$ cat config.mk
export PLATFORM = sky130hd
export DESIGN_NAME = pc_sequencer
export DESIGN_NICKNAME = d
export VERILOG_FILES = /design/src/rtl/pc_seq_pkg.sv /design/src/rtl/pc_next_sel.sv /design/src/rtl/pc_sequencer.sv
export SDC_FILE = /design/constraint.sdc
export NUM_CORES = 1
export LEC_CHECK = 0
export BUFFER_PORTS_ARGS = -buffer_cell sky130_fd_sc_hd__buf_2
export CAP_MARGIN = 20
export CORE_AREA = 2 2 94 96
export CTS_BUF_LIST = sky130_fd_sc_hd__clkbuf_16
export DETAILED_ROUTE_END_ITERATION = 12
export DIE_AREA = 0 0 96 98
export PLACE_DENSITY = 0.74
export RECOVER_POWER = 100
export SLEW_MARGIN = 40
export SYNTH_ARGS = -nofsm -noshare
export SYNTH_HDL_FRONTEND = slang
export SYNTH_SLANG_ARGS = --single-unit
$ cat constraint.sdc
create_clock -name clk -period 2.7 [get_ports clk]
set_input_delay 0.135 -clock clk [delete_from_list [all_inputs] [get_ports clk]]
set_output_delay 0.135 -clock clk [all_outputs]
set_load 0.01 [all_outputs]
$ cat src/rtl/pc_seq_pkg.sv
// Shared definitions for the PC sequencer slice: FSM state encoding,
// program-counter width and the reset PC value.
package pc_seq_pkg;

  localparam int unsigned PC_W = 16;
  localparam logic [PC_W-1:0] RESET_PC = 16'h0000;

  typedef enum logic [2:0] {
    S_IDLE    = 3'd0,
    S_FETCH   = 3'd1,
    S_ISSUE   = 3'd2,
    S_RESOLVE = 3'd3,
    S_HALT    = 3'd4
  } state_t;

endpackage

$ cat src/rtl/pc_next_sel.sv
// Combinational next-PC selection: sequential increment (modulo 2^16),
// branch/jump target, and, when PC_SEQ_IRQ_EN is defined, the IRQ vector.
// Ports:
//   instr_pc   PC of the instruction being resolved
//   br_taken   redirect requested
//   br_target  redirect target
//   irq_take   (PC_SEQ_IRQ_EN) divert to IRQ_VECTOR
//   resume_pc  (PC_SEQ_IRQ_EN) PC the program would have continued at
//   next_pc    value to write into the PC register
module pc_next_sel
  import pc_seq_pkg::*;
#(
  parameter logic [PC_W-1:0] PC_INC     = 16'd2
`ifdef PC_SEQ_IRQ_EN
  , parameter logic [PC_W-1:0] IRQ_VECTOR = 16'h0010
`endif
) (
  input  logic [PC_W-1:0] instr_pc,
  input  logic            br_taken,
  input  logic [PC_W-1:0] br_target,
`ifdef PC_SEQ_IRQ_EN
  input  logic            irq_take,
  output logic [PC_W-1:0] resume_pc,
`endif
  output logic [PC_W-1:0] next_pc
);

  logic [PC_W-1:0] flow_pc;

  always_comb begin
    flow_pc = br_taken ? br_target : instr_pc + PC_INC;
`ifdef PC_SEQ_IRQ_EN
    resume_pc = flow_pc;
    next_pc   = irq_take ? IRQ_VECTOR : flow_pc;
`else
    next_pc   = flow_pc;
`endif
  end

endmodule

$ cat src/rtl/pc_sequencer.sv
// Fetch/issue/resolve controller for the 16-bit program counter.
// Fetches at the current PC, hands the instruction to the core, waits for
// execute completion and issues exactly one PC write per instruction.
// Optional feature macro: PC_SEQ_IRQ_EN (adds irq, irq_ack, epc, IRQ_VECTOR).
// Ports:
//   clk, rst (sync, active-low)
//   pc_cur          current PC register value
//   wrPC, dataIn    one-cycle PC write pulse and value
//   imem_req/addr   fetch request; imem_ack/imem_data fetch response
//   instr_valid/out/pc, instr_ready   instruction handoff to the core
//   exec_done, br_taken, br_target, halt   completion info from the core
//   halted, fetch_err   status (fetch_err is sticky until reset)
module pc_sequencer
  import pc_seq_pkg::*;
#(
  parameter logic [PC_W-1:0] PC_INC      = 16'd2,
  parameter int unsigned     ACK_TIMEOUT = 15
`ifdef PC_SEQ_IRQ_EN
  , parameter logic [PC_W-1:0] IRQ_VECTOR = 16'h0010
`endif
) (
  input  logic            clk,
  input  logic            rst,
  input  logic [PC_W-1:0] pc_cur,
  output logic            wrPC,
  output logic [PC_W-1:0] dataIn,
  output logic            imem_req,
  output logic [PC_W-1:0] imem_addr,
  input  logic            imem_ack,
  input  logic [PC_W-1:0] imem_data,
  output logic            instr_valid,
  output logic [PC_W-1:0] instr_out,
  output logic [PC_W-1:0] instr_pc,
  input  logic            instr_ready,
  input  logic            exec_done,
  input  logic            br_taken,
  input  logic [PC_W-1:0] br_target,
  input  logic            halt,
`ifdef PC_SEQ_IRQ_EN
  input  logic            irq,
  output logic            irq_ack,
  output logic [PC_W-1:0] epc,
`endif
  output logic            halted,
  output logic            fetch_err
);

  localparam logic [7:0] ACK_TO = 8'(ACK_TIMEOUT);

  state_t          state, state_nx;
  logic [7:0]      cnt, cnt_nx, cnt_inc;
  logic            wr_nx, req_nx, valid_nx, halted_nx, err_nx;
  logic [PC_W-1:0] din_nx, addr_nx, iout_nx, ipc_nx, next_pc;
`ifdef PC_SEQ_IRQ_EN
  logic            irq_take, irq_ack_nx;
  logic [PC_W-1:0] resume_pc, epc_nx;

  assign irq_take = irq && !halt;
`endif

  pc_next_sel #(
    .PC_INC     (PC_INC)
`ifdef PC_SEQ_IRQ_EN
    , .IRQ_VECTOR (IRQ_VECTOR)
`endif
  ) u_next_sel (
    .instr_pc  (instr_pc),
    .br_taken  (br_taken),
    .br_target (br_target),
`ifdef PC_SEQ_IRQ_EN
    .irq_take  (irq_take),
    .resume_pc (resume_pc),
`endif
    .next_pc   (next_pc)
  );

  assign cnt_inc = cnt + 8'd1;

  always_comb begin
    state_nx  = state;
    cnt_nx    = cnt;
    wr_nx     = 1'b0;
    din_nx    = dataIn;
    req_nx    = imem_req;
    addr_nx   = imem_addr;
    valid_nx  = instr_valid;
    iout_nx   = instr_out;
    ipc_nx    = instr_pc;
    halted_nx = halted;
    err_nx    = fetch_err;
`ifdef PC_SEQ_IRQ_EN
    irq_ack_nx = 1'b0;
    epc_nx     = epc;
`endif
    unique case (state)
      S_IDLE: begin
        state_nx = S_FETCH;
        req_nx   = 1'b1;
        addr_nx  = pc_cur;
        cnt_nx   = '0;
      end
      S_FETCH: begin
        if (imem_ack) begin
          iout_nx  = imem_data;
          ipc_nx   = imem_addr;
          req_nx   = 1'b0;
          valid_nx = 1'b1;
          state_nx = S_ISSUE;
        end else if (cnt_inc == ACK_TO) begin
          cnt_nx    = cnt_inc;
          err_nx    = 1'b1;
          req_nx    = 1'b0;
          halted_nx = 1'b1;
          state_nx  = S_HALT;
        end else begin
          cnt_nx = cnt_inc;
        end
      end
      S_ISSUE: begin
        if (instr_ready) begin
          valid_nx = 1'b0;
          state_nx = S_RESOLVE;
        end
      end
      S_RESOLVE: begin
        if (exec_done) begin
          wr_nx  = 1'b1;
          din_nx = next_pc;
`ifdef PC_SEQ_IRQ_EN
          irq_ack_nx = irq_take;
          if (irq_take) epc_nx = resume_pc;
`endif
          if (halt) begin
            halted_nx = 1'b1;
            state_nx  = S_HALT;
          end else begin
            // The PC register only takes the write one edge later, so the
            // fetch address is loaded with the value being written; this is
            // exactly what pc_cur will hold once the write lands.
            req_nx   = 1'b1;
            addr_nx  = next_pc;
            cnt_nx   = '0;
            state_nx = S_FETCH;
          end
        end
      end
      S_HALT: begin
        halted_nx = 1'b1;
      end
      default: state_nx = S_IDLE;
    endcase
  end

  always_ff @(posedge clk) begin
    if (!rst) begin
      state       <= S_IDLE;
      cnt         <= '0;
      wrPC        <= 1'b0;
      dataIn      <= RESET_PC;
      imem_req    <= 1'b0;
      imem_addr   <= RESET_PC;
      instr_valid <= 1'b0;
      instr_out   <= '0;
      instr_pc    <= RESET_PC;
      halted      <= 1'b0;
      fetch_err   <= 1'b0;
`ifdef PC_SEQ_IRQ_EN
      irq_ack     <= 1'b0;
      epc         <= '0;
`endif
    end else begin
      state       <= state_nx;
      cnt         <= cnt_nx;
      wrPC        <= wr_nx;
      dataIn      <= din_nx;
      imem_req    <= req_nx;
      imem_addr   <= addr_nx;
      instr_valid <= valid_nx;
      instr_out   <= iout_nx;
      instr_pc    <= ipc_nx;
      halted      <= halted_nx;
      fetch_err   <= err_nx;
`ifdef PC_SEQ_IRQ_EN
      irq_ack     <= irq_ack_nx;
      epc         <= epc_nx;
`endif
    end
  end

endmodule

Word-level counts from Yosys, hierarchy flattened
Index checks and enable logic that the tools add are counted.

storage, ports and cells
  register bits after elaboration = 80
  latch bits = 0
  bits in writable memories = 0
  memory bits (read-only) = 0
  input bits = 55
  memories kept = 0

cells by class
  add/subtract/negate cells = 2
  multiply operators = 0
  div/mod/pow operators = 0
  $lt $le $gt $ge = 0
  equal/unequal tests = 13
  shift-type cells = 0
  muxes and demuxes = 28
  bitwise operators = 2
  reductions and logical operators = 15

operators with widths
  operator                                                          count
  16-bit two-way mux                                                3
  16-bit one-hot mux with 2 select lines                            1
  8-bit two-way mux                                                 3
  8-bit one-hot mux with 3 select lines                             1
  16-bit by 2-bit adder with 16-bit output (second input constant)  1
  3-bit two-way mux                                                 5
  3-bit one-hot mux with 5 select lines                             1
  2-bit != test (second input constant)                             7
  4-bit AND reduction                                               3
  1-bit two-way mux                                                 11
  3-bit AND reduction                                               3
  8-bit by 1-bit adder with 8-bit output (second input constant)    1
  8-bit by 4-bit == test with 1-bit output (second input constant)  1
  3-bit by 2-bit == test with 1-bit output (second input constant)  2
  1-bit one-hot mux with 3 select lines                             2
  2-bit AND reduction                                               3
  3-bit nonzero test                                                2
  5-bit AND reduction                                               1
  2-bit nonzero test                                                2
  3-bit by 1-bit == test with 1-bit output (second input constant)  1
  3-bit == test (second input constant)                             1
  3-bit zero test                                                   1
  3-bit != test (second input constant)                             1
  1-bit inverter                                                    2
  1-bit one-hot mux with 2 select lines                             1

Depth between registers and ports, before layout
  depth in word-level cells = 5
  gate-level depth with buffers = 7
  gate-level depth less buffers = 6

Modules after synthesis
Synthesis repeated with hierarchy kept, for this count alone.

unflattened totals
  cell total of the unflattened synthesis = 449
  area total of the unflattened synthesis = 3711.1 sq um

by module, submodules not included
  module        instances  cells each  area each (sq um)
  pc_sequencer  1          380         3275.6
  pc_next_sel   1          69          435.4

Worst setup path after synthesis
OpenSTA, ideal clock, no wires.

  path type = register to register
  start point = reg instr_pc[1]
  end point = reg imem_addr[13]
  library setup time = 0.116 ns
  data arrival time = 1.647 ns
  required time = 2.584 ns
  setup slack = 0.937 ns
  cell stages (with the launch flop) = 7
  path buffers = 0
  period minus slack after synthesis = 1.763 ns
  path through = dfxtp_1 -> ha_1 -> nand4_1 -> o31a_1 -> o31ai_1 -> o211ai_1 -> o211a_1

between the ends
  word-level cells in the longest chain between the ends = 5

ends and longest elaborated chain
  element                                   RTL line             RTL
  start: declaration                        pc_sequencer.sv:33   output logic [PC_W-1:0] instr_pc,
  start signal: assignment                  pc_sequencer.sv:180  instr_pc <= ipc_nx;
  16-bit by 2-bit adder with 16-bit output  pc_next_sel.sv:31    flow_pc = br_taken ? br_target : instr_pc + PC_INC;
  16-bit two-way mux                        pc_next_sel.sv:31
  16-bit two-way mux                        pc_sequencer.sv:133  if (halt) begin
  16-bit two-way mux                        pc_sequencer.sv:126  if (exec_done) begin
  16-bit one-hot mux with 2 select lines    pc_sequencer.sv:95   unique case (state)
  end signal: assignment                    pc_sequencer.sv:177  imem_addr <= addr_nx;
  end: declaration                          pc_sequencer.sv:28   output logic [PC_W-1:0] imem_addr,

Every way passes these cells. The select of a mux whose other input is x is not followed.
A chain may end at the register's enable or synchronous reset.

Worst setup path in the final report
Ends and elaborated chain as after synthesis.

==> flow_summary.toml <==
[sta]
finalCritPeriodShare_pct = 74.6
rsz0062_at_grt = "no"
skew_ps = 5.17
fmax_ghz = 0.497
slew_viol_final = 0
period_needed_ps = 2010
setup_ws_ps = 686
worst_pin_slew_ps = 680
fin_tns_setup_ps = 0
hold_slack_ps = 49.2
max_slew_margin_pct = 54.6
setup-violations-final = 0
hold_viol_final = 0

[clocking]
clock_sinks = 80
clockRootBuffer = "clkbuf_16"
clock_path_buffers = 2
cts_tree = "done"
clk_pin_slew_ps = 60
post_cts_buffers = 0
post_cts_resized = 0
htreeDepth = 3
numCtsBuffers = 9
clock_latency_ps = 330
ctsHoldBuffers = 0

[critical_path]
critPathKind = "flop to flop"
cp_max_fo = 6
crit_cells = 6
crit_family = "compound AO/OA/AOI/OAI gates"
worstPathArrival_ps = 2240
path_cells = "ha_1 -> nand4_1 -> o31a_1 -> o31ai_1 -> o211ai_1 -> o211a_1"
cp_slowest_cell = "dfxtp_1"
r2r_cells = 6
crit_path_end_kind = "flop"
cp_num_buf_inv = 0
cp_slowest_stage_delay_ps = 420
critical_path_required_ps = 2920
startpoint_type = "flop"

[floorplan]
core_area_um2 = 8470
die-area_um2 = 9410
initial_utilization_pct = 45.4
die_w_um = 96
rows = 34
die_y_um = 98
ios = 124

[detailed_routing]
final_antenna_net_count = 0
drc = 0
num_vias = 3786
routedWlPerCell_um = 15.6
drt-total-wl_um = 10800
drt-initial-drc-count = 286
drt-pass1-iter-count = 7
viasPerCell = 5.45

[layout]
n_fill_cell = 862
area_growth_pct = 20.8
antenna_cells = 0
layout_common_cells = "109 x nand2_1, 80 x dfxtp_1, 70 x clkbuf_1, 54 x buf_2, 43 x a21boi_0"
final_common_cell = "nand2_1"
final_core_util_pct = 54.9
layout.nets = 640
drive_gt1_share_pct = 13.1
fin_area_um2 = 4640

[place]
placed_cell_area_um2 = 4490
pre_cts_slack_ps = 764
place.gp.congestion = 0.973
dp_hpwl_um = 7860
port_buffers = 123

[min_path]
hold_depth = 3
hp-class = "input pin to flop"

[global_route]
grt-ovfl-total = 0
grt_pass1_vias = 3625
grt_max_degree = 39
antenna_found_initial = 0
grtUsageTotal_pct = 23.4
grt_first_pass_wirelength_um = 17300

[synthesis]
synth.distinct_cells = 57
synth-seq-cells = 80
synth.cell_area_um2 = 3840
synth_edf_count = 0
ys_seq_area_share_pct = 41.7
ys.flop_type = "dfxtp_1"
yosysWarnings = 0
synth_nets = 534
async_reset_ff_share_pct = 0
synth.avg_cell_area_um2 = 8.08
synthCells = 476

[power]
p_leak_nw = 1.83
p_per_area_nw_per_um2 = 644
peakVddDrop_uv = 389

[run]
cap_violations = 0

[status]
status = "completed"
==> worst register-to-register path: cells and delay by family, from the launching register on <==
family / cells / cell delay, ps
AOI/OAI and AO/OA: 4 / 970
DFF: 1 / 420
adders and majority gates: 1 / 260
and+or+nand+nor: 1 / 260
==> stage by stage <==
stage | cells | total power, mW
detailed placement | 679 | 1.98
global route | 695 | 3.14
CTS | 695 | 3.03
global placement | 679 | 1.97
floorplan | 476 | 1.76
finish | 695 | 2.99
==> layout make-up <==
class | instances | area [um2] | share of cell area, %
inverters | 7 | 26.3 | 0.566
flip-flops and latches | 80 | 1600 | 34.5
repair buffers | 129 | 568 | 12.2
well taps | 108 | 135 | 2.91
multi-input cells | 355 | 2060 | 44.3
clock inverters | 7 | 30.0 | 0.647
clock buffers | 9 | 225 | 4.85
==> worst paths after layout <==
kind                  from  slack [ps]            end
min reg2reg  instr_out[13]         460  instr_out[13]
min          imem_data[11]          50  instr_out[11]
max reg2reg    instr_pc[1]         690  imem_addr[13]
max            instr_pc[1]         690  imem_addr[13]
==> per-layer routing <==
| layer | vias up | wire length [um] | global-route usage, % |
|---|---|---|---|
| li1 | 1871 | - | - |
| met1 | 1714 | 4420 | 28.9 |
| met2 | 177 | 5110 | 38.3 |
| met3 | 24 | 1000 | 5.71 |
| met4 | 0 | 280 | 10.0 |
| met5 | - | 0 | 0 |
==> Yosys cell counts (3+ instances only) <==
cell / number / area (um2)
nand2_1: 109 / 409
dfxtp_1: 80 / 1600
a21boi_0: 41 / 308
o21ai_0: 32 / 160
nand3_1: 20 / 100
clkbuf_1: 16 / 60.1
nor2_1: 16 / 60.1
buf_2: 15 / 75.1
a21oi_1: 14 / 70.1
nand2b_1: 12 / 75.1
a31oi_1: 10 / 62.6
inv_1: 7 / 26.3
mux2i_1: 7 / 70.1
nor2b_1: 6 / 37.5
o211ai_1: 6 / 45.0
xor2_1: 6 / 52.6
nor3_1: 5 / 25.0
o211a_1: 5 / 50.1
o21a_1: 5 / 37.5
o31ai_1: 5 / 37.5
nand3b_1: 4 / 30.0
nor4_1: 4 / 25.0
and3_1: 3 / 18.8
ha_1: 3 / 37.5
nand4_1: 3 / 18.8
o31a_1: 3 / 26.3
or3_1: 3 / 18.8
==> state kept, by name, indices dropped and copies added (netlist names) <==
register     cells
cnt              8
imem_req         1
instr_pc        16
imem_addr       16
dataIn          16
halted           1
state            3
wrPC             1
fetch_err        1
instr_out       16
instr_valid      1
==> power by group <==
group	switching (mW)	total (mW)	leakage, nW	internal, mW
logic	0.338	0.540	1.05	0.202
clock network	0.454	1.06	0.133	0.604
registers	0.110	1.39	0.652	1.28
==> cell families (layout without fill, tap and decap cells) <==
| group | after synthesis | count (layout) | synth area share (%) |
|---|---|---|---|
| AOI/OAI and AO/OA | 134 | 134 | 23.5 |
| xor gates and xnor gates | 8 | 8 | 1.82 |
| adders and majority gates | 3 | 3 | 0.976 |
| buffers and inverters | 41 | 152 | 4.62 |
| DFF | 80 | 80 | 41.7 |
| muxes | 7 | 7 | 1.82 |
| and+or+nand+nor | 203 | 203 | 25.6 |
Power figures use the tool's default switching activity.
